File: config.mk
export PLATFORM = sky130hd
export DESIGN_NAME = pipe_chain_flat
export DESIGN_NICKNAME = d
export VERILOG_FILES = /design/src/rtl/pipe_chain_if.sv /design/src/rtl/pipe_chain.sv /design/src/flat_wrapper.sv
export SDC_FILE = /design/constraint.sdc
export NUM_CORES = 1
export LEC_CHECK = 0
export CAP_MARGIN = 25
export CORE_MARGIN = 2
export CORE_UTILIZATION = 49
export DETAILED_ROUTE_END_ITERATION = 10
export GPL_TIMING_DRIVEN = 0
export PLACE_DENSITY = 0.79
export SLEW_MARGIN = 20
export SYNTH_ARGS = -nofsm -noshare
export SYNTH_HDL_FRONTEND = slang
export SYNTH_SLANG_ARGS = --single-unit
File: constraint.sdc
create_clock -name clk -period 3.8 [get_ports clk]
set_input_delay 0.76 -clock clk [delete_from_list [all_inputs] [get_ports clk]]
set_output_delay 0.76 -clock clk [all_outputs]
set_load 0.05 [all_outputs]
File: src/rtl/pipe_chain_if.sv
// pipe_chain_if: upstream and downstream valid/ready/data bundle for pipe_chain.
// The chain itself connects through the slave modport; the producer/consumer
// side (or a bench) drives through the master modport.
interface pipe_chain_if #(
  parameter int WIDTH = 18
);
  logic             in_valid;
  logic             in_ready;
  logic [WIDTH-1:0] in_data;
  logic             out_valid;
  logic             out_ready;
  logic [WIDTH-1:0] out_data;

  modport master (
    output in_valid,
    output in_data,
    output out_ready,
    input  in_ready,
    input  out_valid,
    input  out_data
  );

  modport slave (
    input  in_valid,
    input  in_data,
    input  out_ready,
    output in_ready,
    output out_valid,
    output out_data
  );
endinterface

File: src/rtl/pipe_chain.sv
// pipe_chain: elastic register chain of DEPTH stages with per-stage valid bits,
// valid/ready backpressure, bubble collapsing and synchronous flush.
// DEPTH=0 is a pure combinational bypass.
// Optional feature macro: PIPE_CHAIN_STALL_CNT_EN adds the stall_cnt port, a
// saturating 16-bit count of cycles where the output word waits on out_ready.
module pipe_chain #(
  parameter  int WIDTH = 18,
  parameter  int DEPTH = 2,
  localparam int CW    = (DEPTH < 1) ? 1 : $clog2(DEPTH + 1)
) (
  input  logic          clk,
  input  logic          rst,
  input  logic          flush,
  pipe_chain_if.slave   bus,
  output logic [CW-1:0] occupancy
`ifdef PIPE_CHAIN_STALL_CNT_EN
  ,
  output logic [15:0]   stall_cnt
`endif
);

  // Number of set bits in an 8-bit vector; DEPTH never exceeds 8.
  function automatic logic [3:0] popcount8(input logic [7:0] vec);
    logic [3:0] sum;
    sum = 4'd0;
    for (int i = 0; i < 8; i++) begin
      sum = sum + {3'd0, vec[i]};
    end
    return sum;
  endfunction

  logic             in_ready_s;
  logic             out_valid_s;
  logic [WIDTH-1:0] out_data_s;
  logic [CW-1:0]    occupancy_s;

  generate
    if (DEPTH == 0) begin : g_bypass
      // No storage: the chain is a wire and flush has nothing to clear.
      logic unused_s;
      assign unused_s    = ^{clk, rst, flush};
      assign in_ready_s  = bus.out_ready;
      assign out_valid_s = bus.in_valid;
      assign out_data_s  = bus.in_data;
      assign occupancy_s = {CW{1'b0}};
    end else begin : g_chain
      logic [DEPTH-1:0] v_r;
      logic [WIDTH-1:0] d_r [DEPTH];
      logic [DEPTH-1:0] en_s;
      logic [DEPTH-1:0] up_v_s;
      logic [WIDTH-1:0] up_d_s [DEPTH];
      logic [7:0]       v_pad_s;

      // Advance enables: a stage may load if it or any stage ahead of it is
      // empty, or the consumer takes the last word this cycle.
      always_comb begin
        logic acc;
        acc  = bus.out_ready;
        en_s = {DEPTH{1'b0}};
        for (int i = DEPTH - 1; i >= 0; i--) begin
          acc     = acc | ~v_r[i];
          en_s[i] = acc;
        end
      end

      // Upstream view of each stage: the input port for stage 0, the
      // previous stage otherwise.
      always_comb begin
        up_v_s[0] = bus.in_valid;
        up_d_s[0] = bus.in_data;
        for (int i = 1; i < DEPTH; i++) begin
          up_v_s[i] = v_r[i-1];
          up_d_s[i] = d_r[i-1];
        end
      end

      // Stage registers: reset clears everything, flush clears only the valid
      // bits, otherwise enabled stages take their upstream word.
      always_ff @(posedge clk) begin
        if (!rst) begin
          v_r <= {DEPTH{1'b0}};
          for (int i = 0; i < DEPTH; i++) begin
            d_r[i] <= {WIDTH{1'b0}};
          end
        end else if (flush) begin
          v_r <= {DEPTH{1'b0}};
        end else begin
          for (int i = 0; i < DEPTH; i++) begin
            if (en_s[i]) begin
              v_r[i] <= up_v_s[i];
              if (up_v_s[i]) begin
                d_r[i] <= up_d_s[i];
              end
            end
          end
        end
      end

      // Widen the valid vector to the fixed popcount input.
      always_comb begin
        v_pad_s            = 8'h00;
        v_pad_s[DEPTH-1:0] = v_r;
      end

      assign in_ready_s  = en_s[0] & ~flush;
      assign out_valid_s = v_r[DEPTH-1];
      assign out_data_s  = d_r[DEPTH-1];
      assign occupancy_s = CW'(popcount8(v_pad_s));
    end
  endgenerate

  assign bus.in_ready  = in_ready_s;
  assign bus.out_valid = out_valid_s;
  assign bus.out_data  = out_data_s;
  assign occupancy     = occupancy_s;

`ifdef PIPE_CHAIN_STALL_CNT_EN
  logic [15:0] stall_cnt_r;

  // Count cycles where a valid output word is held back; saturate at all-ones.
  always_ff @(posedge clk) begin
    if (!rst) begin
      stall_cnt_r <= 16'h0000;
    end else if (flush) begin
      stall_cnt_r <= 16'h0000;
    end else if (out_valid_s && !bus.out_ready && (stall_cnt_r != 16'hFFFF)) begin
      stall_cnt_r <= stall_cnt_r + 16'h0001;
    end else begin
      stall_cnt_r <= stall_cnt_r;
    end
  end

  assign stall_cnt = stall_cnt_r;
`endif

endmodule

File: src/flat_wrapper.sv
// flat-port wrapper written by rule: the top's interface ports become plain ports
module pipe_chain_flat 
#(
  parameter  int WIDTH = 18,
  parameter  int DEPTH = 2,
  localparam int CW    = (DEPTH < 1) ? 1 : $clog2(DEPTH + 1)
)
  (clk, rst, flush, occupancy, bus_in_valid, bus_in_data, bus_out_ready, bus_in_ready, bus_out_valid, bus_out_data);
  pipe_chain_if #(.WIDTH(WIDTH)) bus_i ();
  input  logic clk;
  input  logic rst;
  input  logic flush;
  output logic [CW-1:0] occupancy;
  input wire logic [$bits(bus_i.in_valid)-1:0] bus_in_valid;
  input wire logic [$bits(bus_i.in_data)-1:0] bus_in_data;
  input wire logic [$bits(bus_i.out_ready)-1:0] bus_out_ready;
  output wire logic [$bits(bus_i.in_ready)-1:0] bus_in_ready;
  output wire logic [$bits(bus_i.out_valid)-1:0] bus_out_valid;
  output wire logic [$bits(bus_i.out_data)-1:0] bus_out_data;
  assign bus_i.in_valid = bus_in_valid;
  assign bus_i.in_data = bus_in_data;
  assign bus_i.out_ready = bus_out_ready;
  assign bus_in_ready = bus_i.in_ready;
  assign bus_out_valid = bus_i.out_valid;
  assign bus_out_data = bus_i.out_data;
  pipe_chain #(.WIDTH(WIDTH), .DEPTH(DEPTH)) u_core (.clk(clk), .rst(rst), .flush(flush), .bus(bus_i), .occupancy(occupancy));
endmodule
* Word level (Yosys, flattened, before mapping)
Memories as Yosys holds them, arrays and structs flattened. Index checks and enable logic that the tools add are counted.
Word-level totals: register bits 2, output and inout port bits 22, memories kept 1, memory bits (writable) 36
Memories:
- u_core.g_chain.d_r | depth 2, bits a word 18, rd ports 2, clocked after memory_dff 0, write ports 2, RTL line pipe_chain.sv:48 | logic [WIDTH-1:0] d_r [DEPTH];
Cells by class: bitwise logic cells 9, mux-type cells 13, reduce and logical (&&, ||, !) cells 1, add/sub/neg operators 1
Operator list (number):
- $mux W18 | 2
- $mux W1 | 11
- $not A1 Y1 | 4
- $or A1 B1 Y1 | 4
- $add A1 B1 Y2 | 1
- $reduce_or A2 Y1 | 1
- $and A1 B1 Y1 | 1

* Logic depth before layout (Yosys ltp)
depth after elaboration 8, gate-level depth with buffers 4, gate-level depth less buffers 2

* Least setup slack after synthesis
OpenSTA, ideal clock, no wires.
path type input port to flip-flop, start input port bus_out_ready, end memory u_core.g_chain.d_r[0][0] (enable), arrival time 2.552 ns, cell stages on the path 4, buffers on the path 2, setup time 0.418 ns, path slack 0.830 ns, cell sequence and3b_4 -> buf_6 -> buf_8 -> o21ai_0
RTL lines:
- from (decl) | RTL line flat_wrapper.sv:16 | input wire logic [$bits(bus_i.out_ready)-1:0] bus_out_ready;
- to (decl) | RTL line pipe_chain.sv:48

* Worst setup path in the final report
start input port bus_out_ready, end output port bus_in_ready
On the way: cells in the longest elaborated chain, start to end 3
RTL lines:
- $or A1 B1 Y1 (2 in series) | RTL line pipe_chain.sv:61 | acc = acc | ~v_r[i];
- $and A1 B1 Y1 | RTL line pipe_chain.sv:105 | assign in_ready_s = en_s[0] & ~flush;
- to (decl) | RTL line flat_wrapper.sv:17 | output wire logic [$bits(bus_i.in_ready)-1:0] bus_in_ready;
No other way between the ends.

==> results list <==
- In this run the worst path has a maximum fanout of 10.
- Upper clock frequency limit: 0.295 GHz
- After clock tree synthesis, the clock-pin slew on the worst setup and hold paths is 0.07 ns.
- The area growth from synthesis to layout is 33.6%.
- DR WL met2: 1680 um
- Across the routed clock network, the largest skew measured is 0.00304 ns.
- # port buffers: 44
- Cell-by-cell trace of the critical path: clkdlybuf4s50_1 > and3b_4 > buf_6 > buf_8 > nor2_1 > clkdlybuf4s50_1
- Dividing total power by cell area gives a power density of 370 nW/um^2.
- The net count of the finished layout is 192.
- Final hold analysis gives a worst-case slack of 0.608 ns.
* Max stage delay on crit path: 0.81 ns
- The floorplan step set the die height to 64.9 um.
* Data required time at the worst endpoint: 3.04 ns
* Summed instance area of the synthesized netlist: 1820 um^2
- Synthesized-area fraction occupied by ao, oa, aoi and oai cells: 1.65%
- Fraction of the mapped netlist area in simple logic gates: 23.9%
- Summed over all cells, the static leakage comes to 0.000855 uW.
- Minimum clock period: 3.39 ns
- Most used cells in the layout excluding fill and tap cells: clkdlybuf4s50_1, edfxtp_1, nor4b_1
* Detailed-routing iteration count for the pre-antenna-repair pass: 4
* Inserted Clock Buffers: 5
- Via count of the routed design: 1141
- Detailed routing placed a total of 168 um of wire on met3.
- Xor and xnor fraction of the mapped netlist area: 0%
* Setup repair after global routing missed its margin: no
* Count of max-cap constraint violations: 0
- The repair_antennas step left the layout with diodes totalling 0.
- Mean area per synthesized cell: 15.8 um^2
- The most numerous cell type found on the critical path is clkdlybuf4s50_1.
- Summing the areas of all fa, ha and maj instances in the mapped netlist gives 0.688% of the synthesized area.
- After synthesis, the largest family of logic cells by area is simple AND/OR/NAND/NOR gates.
- The critical path is of the in2out type.
* Worst setup EP type: output pin
* Ys Warns: 0
* Via count of the first global-routing pass: 1145
* Final setup TNS: 0 ns
- Final Hold Violating Endpoints: 0
- Core Footprint: 3610 um^2
* Number of distinct standard cells referenced by the synthesized netlist: 19
- Post-route ant nets: 0
- Crit path launch type: input pin
- # Post-CTS Setup Buffers: 0
- For this block, wires on met1 add up to 1300 um.
- Count of cells resized by post-cts repair: 0
* Placed inst area: 2350 um^2
- In this run the core area contains 22 standard-cell rows.
* Total buffers and inverters traversed by the critical path: 4
- Remaining design rule violation count: 0
- Highest layer used for signal routing: met4
- After global routing the overflow that remains totals 0.
- The number of antenna violations at the first check in global routing was 0.
* Estimated wirelength of the detail-placed design: 2330 um
- Synthesized Nets: 139
- Top-Level Pins: 45
- No sink is reached through more buffers than the 2 on the longest clock path.
* Worst IR drop on VDD: 243 uV
- Slew at the pin with the worst max-slew slack: 0.504 ns
- Across every metal layer, demand over resource in global routing totals 16.7%.
- Maximum number of pins on one net before global-route repair: 18
- After detailed routing, the total wire length is 3160 um.
* H-Tree Depth: 2
- The number of slew-limit violations in the final report is 0.
* Initial drt markers: 22
- The first global-routing pass estimated 5200 um of wire.
* Setup violations, final: 0
- Share of synthesized area spent on multiplexers: 0%
- Counting every sink on the clock net gives 38.
- The floorplan step set the die width to 64.9 um.
- Data arrives at the worst endpoint at 2.63 ns.
* Area enclosed by the die boundary: 4220 um^2
- The largest individual stage delay along the critical path comes from the cell clkdlybuf4s50_1.
- Clock insertion delay at the later pin of the skew report: 0.28 ns
- Number of hold buffers added after cts: 0
* Number of standard cells after synthesis: 115
* DR WL/cell: 14.6 um
- Vias per Instance: 5.26
- The flow ran to the end, and the final reports show no timing, DRC or antenna violations.
- For this run, the register share of the synthesized area comes to 61.6%.
- TritonCTS built the clock tree.
* CP delay by family, top: buffers and inverters
- Leaving out fill and tap cells, the most frequent cell in the layout is clkdlybuf4s50_1.
* Tightest Hold Check Type: reg2reg
- Post-route standard cell area excluding fillers: 2430 um^2
* Share of layout cells above drive strength 1: 30.8%
- Register-to-register setup slack: 2.17 ns
* Headroom to the max-slew limit: 66.3%
* Final critical-path share of the clock period: 89.1%
- For this configuration, the core starts out at a cell density of 50.5%.
- In this run the clock root is driven by a clkbuf_8.
- RePlAce Congestion: 0.678
- The synthesized design contains 38 register bits.
==> path summary, 6_finish.rpt <==
path | from | end | depth (start not counted)
setup reg to reg | u_core.g_chain.v_r[0]$_SDFFE_PP0P_ | u_core.g_chain.d_r[0][17]$_SDFFCE_PN0P_ | 5
hold reg to reg | u_core.g_chain.v_r[0]$_SDFFE_PP0P_ | u_core.g_chain.v_r[1]$_SDFFE_PP0P_ | 1
setup / recovery | bus_out_ready | bus_in_ready | 6
hold / removal | u_core.g_chain.v_r[0]$_SDFFE_PP0P_ | u_core.g_chain.v_r[1]$_SDFFE_PP0P_ | 1
==> layer usage <==
layer | vias up | global-route usage (%)
met5 | - | 0
met4 | 0 | 4.52
met3 | 2 | 5.56
met2 | 39 | 29.1
met1 | 564 | 19.5
li1 | 536 | -
==> worst reg2reg max path, stage by stage, from the launching register on <==
cell and delay [ns]:
dfxtp_1 0.35, and3b_4 0.20, buf_6 0.14, buf_8 0.15, o21ai_2 0.25, buf_6 0.23
==> report_power, final <==
part | total [uW] | internal, uW | switching, uW
registers | 489 | 483 | 6.10
clock network | 253 | 126 | 127
logic | 158 | 73.2 | 85.0
==> area by class of cell <==
cell class | count | area [um^2]
Clock buffer | 6 | 72.6
Clock inverter | 2 | 8.76
Buffer | 29 | 220
Sequential cell | 38 | 1120
Fill cell | 273 | 1170
Timing Repair Buffer | 46 | 463
Tap cell | 48 | 60.1
Multi-Input combinational cell | 48 | 485
==> flip-flops by register name, summed over array words and instances (netlist names) <==
register	count
u_core.g_chain.d_r	36
u_core.g_chain.v_r	2
==> through the flow <==
stage	instances	total power [uW]	setup slack, ns	utilization (%)
after floorplan	115	597	0.830	-
after global placement	207	650	-0.115	64.3
after detailed placement	209	657	0.412	65.2
after CTS	217	906	0.415	67.4
after global routing	217	936	0.372	67.4
final	217	900	0.415	67.4
==> synthesized netlist by cell type <==
library cell | number | area, um^2
edfxtp_1 | 36 | 1080
nor4b_1 | 27 | 236
buf_4 | 19 | 143
nor4b_2 | 8 | 120
buf_2 | 5 | 25.0
buf_6 | 3 | 33.8
dfxtp_1 | 2 | 40.0
nand2b_1 | 2 | 12.5
o21ai_0 | 2 | 10.0
o21ba_2 | 2 | 20.0
and3b_4 | 1 | 12.5
buf_8 | 1 | 15.0
clkbuf_1 | 1 | 3.75
ha_1 | 1 | 12.5
nand2b_4 | 1 | 13.8
nor2_1 | 1 | 3.75
nor2_2 | 1 | 6.26
nor2b_1 | 1 | 6.26
nor4b_4 | 1 | 23.8
==> cell families (layout without fill, tap and decap cells) <==
kind of cell	after synthesis	after routing
simple gates	43	43
buf+inv	29	83
flops	38	38
fa+ha+maj	1	1
compound gates	4	4
(Power assumes the default switching activity.)
